$ cat src/rtl/game_pkg.sv
// Shared types for the adventure-game core and its scripted player.
package game_pkg;

  typedef enum logic [1:0] {
    DIR_N = 2'b00,
    DIR_S = 2'b01,
    DIR_E = 2'b10,
    DIR_W = 2'b11
  } dir_code_t;

  typedef enum logic [1:0] {
    RES_NONE      = 2'b00,
    RES_WON       = 2'b01,
    RES_DEAD      = 2'b10,
    RES_EXHAUSTED = 2'b11
  } result_t;

  typedef enum logic [1:0] {
    ST_IDLE,
    ST_DRIVE,
    ST_GAP,
    ST_DONE
  } player_state_t;

endpackage

$ cat src/rtl/dir_decode.sv
// Direction code to one-hot {n,s,e,w}; shared with the game bench.
module dir_decode
  import game_pkg::*;
(
  input  dir_code_t  dir_i,
  output logic [3:0] onehot_o
);

  always_comb begin
    onehot_o = 4'b0000;
    unique case (dir_i)
      DIR_N:   onehot_o = 4'b1000;
      DIR_S:   onehot_o = 4'b0100;
      DIR_E:   onehot_o = 4'b0010;
      DIR_W:   onehot_o = 4'b0001;
      default: onehot_o = 4'b0000;
    endcase
  end

endmodule

$ cat src/rtl/move_player.sv
// Scripted initiator: stores a move list, replays it as n/s/e/w
// pulses and stops on the game's first dead/win/exhausted event.
module move_player
  import game_pkg::*;
#(
  parameter int DEPTH = 16,
  parameter int GAP   = 2
) (
  input  logic                       clk,
  input  logic                       reset,
  input  logic                       load_en,
  input  logic [1:0]                 load_dir,
  input  logic                       clear,
  input  logic                       start,
  input  logic                       d,
  input  logic                       win,
  output logic                       n,
  output logic                       s,
  output logic                       e,
  output logic                       w,
  output logic                       busy,
  output logic                       done,
  output logic [1:0]                 result,
  output logic [$clog2(DEPTH+1)-1:0] moves_made,
  output logic                       overflow
);

  localparam int CW = $clog2(DEPTH + 1);
  localparam int AW = $clog2(DEPTH);
  localparam int GW = (GAP > 1) ? $clog2(GAP) : 1;

  player_state_t state_q, state_d;
  dir_code_t     script_q [DEPTH];
  logic [CW-1:0] count_q, count_d;
  logic [CW-1:0] idx_q, idx_d;
  logic [CW-1:0] mm_q, mm_d;
  logic [GW-1:0] gap_q, gap_d;
  result_t       res_q, res_d;
  logic          ovf_q, ovf_d;
  logic [3:0]    dir_q, dir_d;
  logic          wr_en;
  logic          idle_like;
  dir_code_t     nxt_code;
  logic [3:0]    nxt_oh;
  result_t       term_res;

  // Pulse registers are loaded on entry to DRIVE, so a pulse
  // coincides exactly with the DRIVE cycle.
  assign nxt_code = (state_q == ST_GAP) ?
                    script_q[idx_q[AW-1:0]] : script_q[0];

  dir_decode u_dec (
    .dir_i    (nxt_code),
    .onehot_o (nxt_oh)
  );

  assign term_res = d ? RES_DEAD : RES_WON;

  always_comb begin
    state_d   = state_q;
    count_d   = count_q;
    idx_d     = idx_q;
    mm_d      = mm_q;
    gap_d     = gap_q;
    res_d     = res_q;
    ovf_d     = ovf_q;
    dir_d     = 4'b0000;
    wr_en     = 1'b0;
    idle_like = (state_q == ST_IDLE) || (state_q == ST_DONE);

    if (idle_like) begin
      if (clear) begin
        count_d = '0;
        ovf_d   = 1'b0;
      end else if (load_en) begin
        if (count_q == CW'(DEPTH)) begin
          ovf_d = 1'b1;
        end else begin
          wr_en   = 1'b1;
          count_d = count_q + CW'(1);
        end
      end
    end

    unique case (state_q)
      ST_IDLE, ST_DONE: begin
        if (start) begin
          idx_d = '0;
          mm_d  = '0;
          if (count_q != '0 && !clear) begin
            state_d = ST_DRIVE;
            res_d   = RES_NONE;
            dir_d   = nxt_oh;
          end else begin
            state_d = ST_DONE;
            res_d   = RES_EXHAUSTED;
          end
        end
      end
      ST_DRIVE: begin
        idx_d = idx_q + CW'(1);
        mm_d  = mm_q + CW'(1);
        gap_d = '0;
        if (d || win) begin
          state_d = ST_DONE;
          res_d   = term_res;
        end else begin
          state_d = ST_GAP;
        end
      end
      ST_GAP: begin
        if (d || win) begin
          state_d = ST_DONE;
          res_d   = term_res;
        end else if (gap_q == GW'(GAP - 1)) begin
          if (idx_q == count_q) begin
            state_d = ST_DONE;
            res_d   = RES_EXHAUSTED;
          end else begin
            state_d = ST_DRIVE;
            dir_d   = nxt_oh;
          end
        end else begin
          gap_d = gap_q + GW'(1);
        end
      end
      default: state_d = ST_IDLE;
    endcase
  end

  always_ff @(posedge clk) begin
    if (!reset) begin
      state_q <= ST_IDLE;
      count_q <= '0;
      idx_q   <= '0;
      mm_q    <= '0;
      gap_q   <= '0;
      res_q   <= RES_NONE;
      ovf_q   <= 1'b0;
      dir_q   <= 4'b0000;
    end else begin
      state_q <= state_d;
      count_q <= count_d;
      idx_q   <= idx_d;
      mm_q    <= mm_d;
      gap_q   <= gap_d;
      res_q   <= res_d;
      ovf_q   <= ovf_d;
      dir_q   <= dir_d;
    end
  end

  // Script contents need no reset: count gates every read.
  always_ff @(posedge clk) begin
    if (wr_en) begin
      script_q[count_q[AW-1:0]] <= dir_code_t'(load_dir);
    end
  end

  assign {n, s, e, w} = dir_q;
  assign busy         = (state_q == ST_DRIVE) || (state_q == ST_GAP);
  assign done         = (state_q == ST_DONE);
  assign result       = res_q;
  assign moves_made   = mm_q;
  assign overflow     = ovf_q;

endmodule

$ cat config.mk
export PLATFORM = sky130hd
export DESIGN_NAME = move_player
export DESIGN_NICKNAME = d
export VERILOG_FILES = /design/src/rtl/game_pkg.sv /design/src/rtl/dir_decode.sv /design/src/rtl/move_player.sv
export SDC_FILE = /design/constraint.sdc
export NUM_CORES = 1
export LEC_CHECK = 0
export ABC_AREA = 1
export CAP_MARGIN = 0
export CELL_PAD_IN_SITES_DETAIL_PLACEMENT = 0
export CELL_PAD_IN_SITES_GLOBAL_PLACEMENT = 2
export CORE_ASPECT_RATIO = 1.4
export CORE_MARGIN = 5
export CORE_UTILIZATION = 37
export CTS_BUF_LIST = sky130_fd_sc_hd__clkbuf_8
export DETAILED_ROUTE_END_ITERATION = 12
export PLACE_DENSITY_LB_ADDON = 0.25
export SLEW_MARGIN = 30
export SYNTH_ARGS = -nofsm -noshare
export SYNTH_HDL_FRONTEND = slang
export SYNTH_SLANG_ARGS = --single-unit
$ cat constraint.sdc
create_clock -name clk -period 2.4 [get_ports clk]
set_input_delay 0.36 -clock clk [delete_from_list [all_inputs] [get_ports clk]]
set_output_delay 0.36 -clock clk [all_outputs]
set_load 0.01 [all_outputs]
# Word level (Yosys, flattened, before mapping)
# Memory sizes are Yosys's and may differ from the RTL's. A register that Yosys moved wholly into a read port is not among the register bits.
# Index checks and enable logic that the tools add are counted.
# word_totals
regBits	25
latch_bits	0
mem_bits_rw	32
mem_bits_ro	0
wordCells	89
n_memories	1
# op_classes
n_addsub	4
mul	0
n_div	0
magnitude_cmp	0
n_eq_ne	14
n_shift	0
n_mux	43
n_bitwise	0
reduce_logical	19
# mem_list
memory	words	word_bits	rd	rd_clocked_by_memory_dff	write_ports	line_no	rtl
script_q	16	2	2	1	1	move_player.sv:33	dir_code_t script_q [DEPTH];
# ops
cell	n
4-bit 2-to-1 mux	7
2-bit 2-to-1 mux	13
5-bit 2-to-1 mux	4
5-bit case mux with 2 select lines	2
4-bit case mux with 4 select lines	1
5-bit by 1-bit adder with 5-bit output (second input constant)	3
1-bit 2-to-1 mux	12
2-bit case mux with 3 select lines	2
2-bit == test (second input constant)	4
2-bit inequality test (second input constant)	4
4-bit case mux with 2 select lines	1
2-bit nonzero test	4
2-bit AND reduction	3
3-bit AND reduction	2
5-bit == test	1
5-bit == test (second input constant)	1
5-bit nonzero test	1
2-bit by 1-bit == test with 1-bit output (second input constant)	2
2-bit zero test	2
4-bit AND reduction	1
1-bit logical OR	3
3-bit by 1-bit inequality test with 1-bit output (second input constant)	1
3-bit by 2-bit inequality test with 1-bit output (second input constant)	1
1-bit case mux with 2 select lines	1
other kinds (4)	4

# Depth between registers and ports, before layout
# depth
depth_word	8
mapped_depth	13
depth_no_buf	11

# Hierarchy
# A second synthesis with hierarchy kept.
# hier_totals
cells_unflattened	335
hier_area_um2	2851.5
# modules_own_cells
mod	n_inst	cells_each	area_per_inst_um2
move_player	1	328	2825.2
dir_decode	1	7	26.3

# Worst setup path before layout
# Ideal clock, no wire load.
# synth_timing
kind	flip-flop to flip-flop
from	register state_q[0]
to	memory script_q[10][0] (netlist bit) (enable)
setup_time_ps	309
arrival_ps	1354
required_time_ps	2091
slack_ps	737
stages_incl_launch_ff	10
path_buffers	1
period_less_slack_ps	1663
path_cell_list	dfxtp_1 > inv_1 > ha_1 > buf_4 > nand2_1 > inv_1 > nand3_1 > inv_1 > nand2_1 > nor2_1
# synth_via
elab_chain_len	5
# synth_rtl
item	line_no	rtl
start: declaration	move_player.sv:32	player_state_t state_q, state_d;
start signal: assignment	move_player.sv:142	state_q <= state_d;
2-bit == test or 2-bit zero test (tied branches)	move_player.sv:69	idle_like = (state_q == ST_IDLE) || (state_q == ST_DONE);
1-bit logical OR (*)	move_player.sv:69	
1-bit 2-to-1 mux (*)	move_player.sv:71	if (idle_like) begin
1-bit 2-to-1 mux (*)	move_player.sv:155	if (wr_en) begin
1-bit 2-to-1 mux (not written as such) (*)	move_player.sv:156	script_q[count_q[AW-1:0]] <= dir_code_t'(load_dir);
end: declaration	move_player.sv:33	
# Every way passes the cells marked *; elsewhere a longest branch is shown, timed or not.

# Worst setup path after layout
# layout_timing
from	register state_q[0]
to	output busy
# layout_via
elab_chain_len	2
# layout_rtl
item	line_no	rtl
2-bit by 1-bit == test with 1-bit output or 2-bit == test (tied branches)	move_player.sv:161	assign busy = (state_q == ST_DRIVE) || (state_q == ST_GAP);
1-bit logical OR (*)	move_player.sv:161	
end: declaration	move_player.sv:21	output logic busy,
# Marks and branches as above.

==> metrics <==
post-synthesis cell type count=31; synthesis warning total=0; CP Capture Type=output port; non-filler cells, final=458; Setup Skew=0.01015 ns; P_leak=1.347 nW; Crit path arrival time=1.88 ns; hpwl dp=4907 um; Final Slew Violations=0; CTS sink cnt=61; layout filler cell count=753; final setup vio count=0; Power Dens Cells=943.4 nW/um2; critical path type=flop to output port; DIE WIDTH=83.95 um; commonest register cell after synthesis=edfxtp_1; Worst-Margin Slew=0.5058 ns; final core utilization=45.35%; number of global-route vias before repair=2243; proportion of layout cells with a drive suffix above 1=7.756%; CTS hold repair buffers=0; commonest cells in the netlist=nand2_1 (89), nand3_1 (34), inv_1 (33), edfxtp_1 (32), nor2_1 (30); Area contributors post-synth=edfxtp_1 (34%), dfxtp_1 (20%), nand2_1 (12%); io pins=23; Cells after Synth=329; 1st-iter DRT viols=93; CTS max path bufs=2; largest net degree at the start of global routing=17; Hold Crit Class=flop to flop; endpoints failing hold=0; I/O Buffers=22; syn nets=347; Routed wire per std cell=13.64 um; Final Critical Period=2.236 ns; gpl congestion=0.7513; Die ar.=9531 um2; first-pass GRT wire length=10410 um; RSZ-0062 raised after global routing=no; Total Wirelength=6248 um; Detail Route Antenna Nets=0; Reg clk slew, reported paths=0.06 ns; Rel. slew slack=66.18%; num rows=37; Pre-antenna DRT Iters=4; total track usage=14.14%; # H-tree levels=3; Post-Syn Area=2833 um2; critical path fanouts, max=8; max_cap viols=0; nets=374; via/cell ratio=4.712; Setup Buffers After CTS=0; post-synth top area cell=edfxtp_1; Placeable Area=7407 um2; initial antenna violation count=0; fmax=447.3 MHz; total gr overflow=0; worst hold slack=0.4624 ns; number of remaining DRC errors=0; DP Cell Count=442; worst skew pair latency=0.34 ns; Ant. Diodes=0; outcome=finished clean; P&R area growth vs syn=18.60%; Req. time, crit path=2.04 ns; most common cell in the synthesized netlist=nand2_1; Async S/R FF share, synth=0%; Synth Register Bits=61; Starting Density=38.24%; DR vias=2158; Post-synth EDFFs=32; Syn Area/Cell=8.610 um2; PostCTS Resize Cnt=0; period utilisation layout=93.16%; register area share after synthesis=54.42%; Peak VDD IR=0.7368 mV; TritonCTS clock tree=done; setup_tns=0 ns; top cell type's share of synthesized area=33.92%; height of the die=113.5 um; CP startpoint kind=flop; Root Buffer=clkbuf_8; clock buffers created by TritonCTS=9
stage by stage:
step / area [um2] / power (mW) / setup WS (ns)
after global routing: 3359 / 3.379 / 0.01943
after floorplan: 2833 / 1.894 / 0.7369
final: 3359 / 3.169 / 0.1641
after global placement: 3129 / 2.163 / 0.3511
after detailed placement: 3129 / 2.156 / 0.3291
after CTS: 3359 / 3.214 / 0.1225
final timing paths:
| check | from | endpoint | slack [ns] | depth (start not counted) |
|---|---|---|---|---|
| max | state_q[0]$_SDFFE_PN0P_ | busy | 0.16 | 4 |
| max reg2reg | state_q[0]$_SDFFE_PN0P_ | script_q[1][1]$_DFFE_PP_ | 0.45 | 8 |
| min | result[1]$_SDFFE_PN0P_ | result[1]$_SDFFE_PN0P_ | 0.46 | 2 |
| min reg2reg | result[1]$_SDFFE_PN0P_ | result[1]$_SDFFE_PN0P_ | 0.46 | 2 |
state kept, by name, indices dropped and copies added, names as in the netlist, named ones only:
name        count
gap_q           1
count_q         5
overflow        1
result          2
state_q         2
moves_made      5
script_q       32
idx_q           5
dir_q           4
layer usage:
| layer | vias to the layer above | share of wire (%) | GRT usage (%) |
|---|---|---|---|
| li1 | 1141 | - | - |
| met1 | 967 | 39 | 13.05 |
| met2 | 34 | 54 | 27.08 |
| met3 | 16 | 3.6 | 3.902 |
| met4 | 0 | 3.6 | 8.584 |
| met5 | - | 0 | 0 |
layout make-up:
class                   instances  area [um2]  area share, %
clock inverters                 7       106.4          3.166
flip-flops and latches         61        1541          45.88
inverters                      36       137.6          4.097
clock buffers                   9       123.9          3.687
repair buffers                 23       227.7          6.778
multi-input cells             225        1101          32.77
well taps                      97       121.4          3.613
cell families after synthesis:
kind of cell	synth area share, %
and+or+nand+nor	26.02
AOI/OAI and AO/OA	8.569
xor gates and xnor gates	0.3092
DFF	54.42
adders and majority gates	3.975
buffers and inverters	6.714
layout by cell type, fill, tap and decap left out, drive strengths merged:
| cell type | instances |
|---|---|
| a31oi | 1 |
| nand3 | 35 |
| inv | 38 |
| o21ai | 19 |
| or2 | 2 |
| a211oi | 1 |
| nor3b | 1 |
| a221oi | 1 |
| bufinv | 3 |
| nor3 | 2 |
| and3 | 3 |
| xnor2 | 1 |
| a21oi | 22 |
| buf | 1 |
| clkdlybuf4s50 | 22 |
| nor2 | 33 |
| dfxtp | 29 |
| clkinv | 2 |
| nand4 | 4 |
| ha | 9 |
| clkbuf | 9 |
| edfxtp | 32 |
| nand2 | 91 |
worst max-delay path, stage by stage, from the launching register on:
cell and delay (ns):
dfxtp_1 0.36, inv_1 0.07, ha_1 0.40, inv_1 0.16, clkdlybuf4s50_1 0.55
where the power goes:
| group | total, mW | leakage, nW | switching, mW | internal, mW |
|---|---|---|---|---|
| clock | 1.05 | 0.123 | 0.378 | 0.677 |
| sequential | 1.24 | 0.523 | 0.0771 | 1.17 |
| combinational | 0.871 | 0.700 | 0.555 | 0.317 |
| total | 3.17 | 1.35 | 1.01 | 2.16 |
Note: power is estimated with default switching activity, not from simulation.
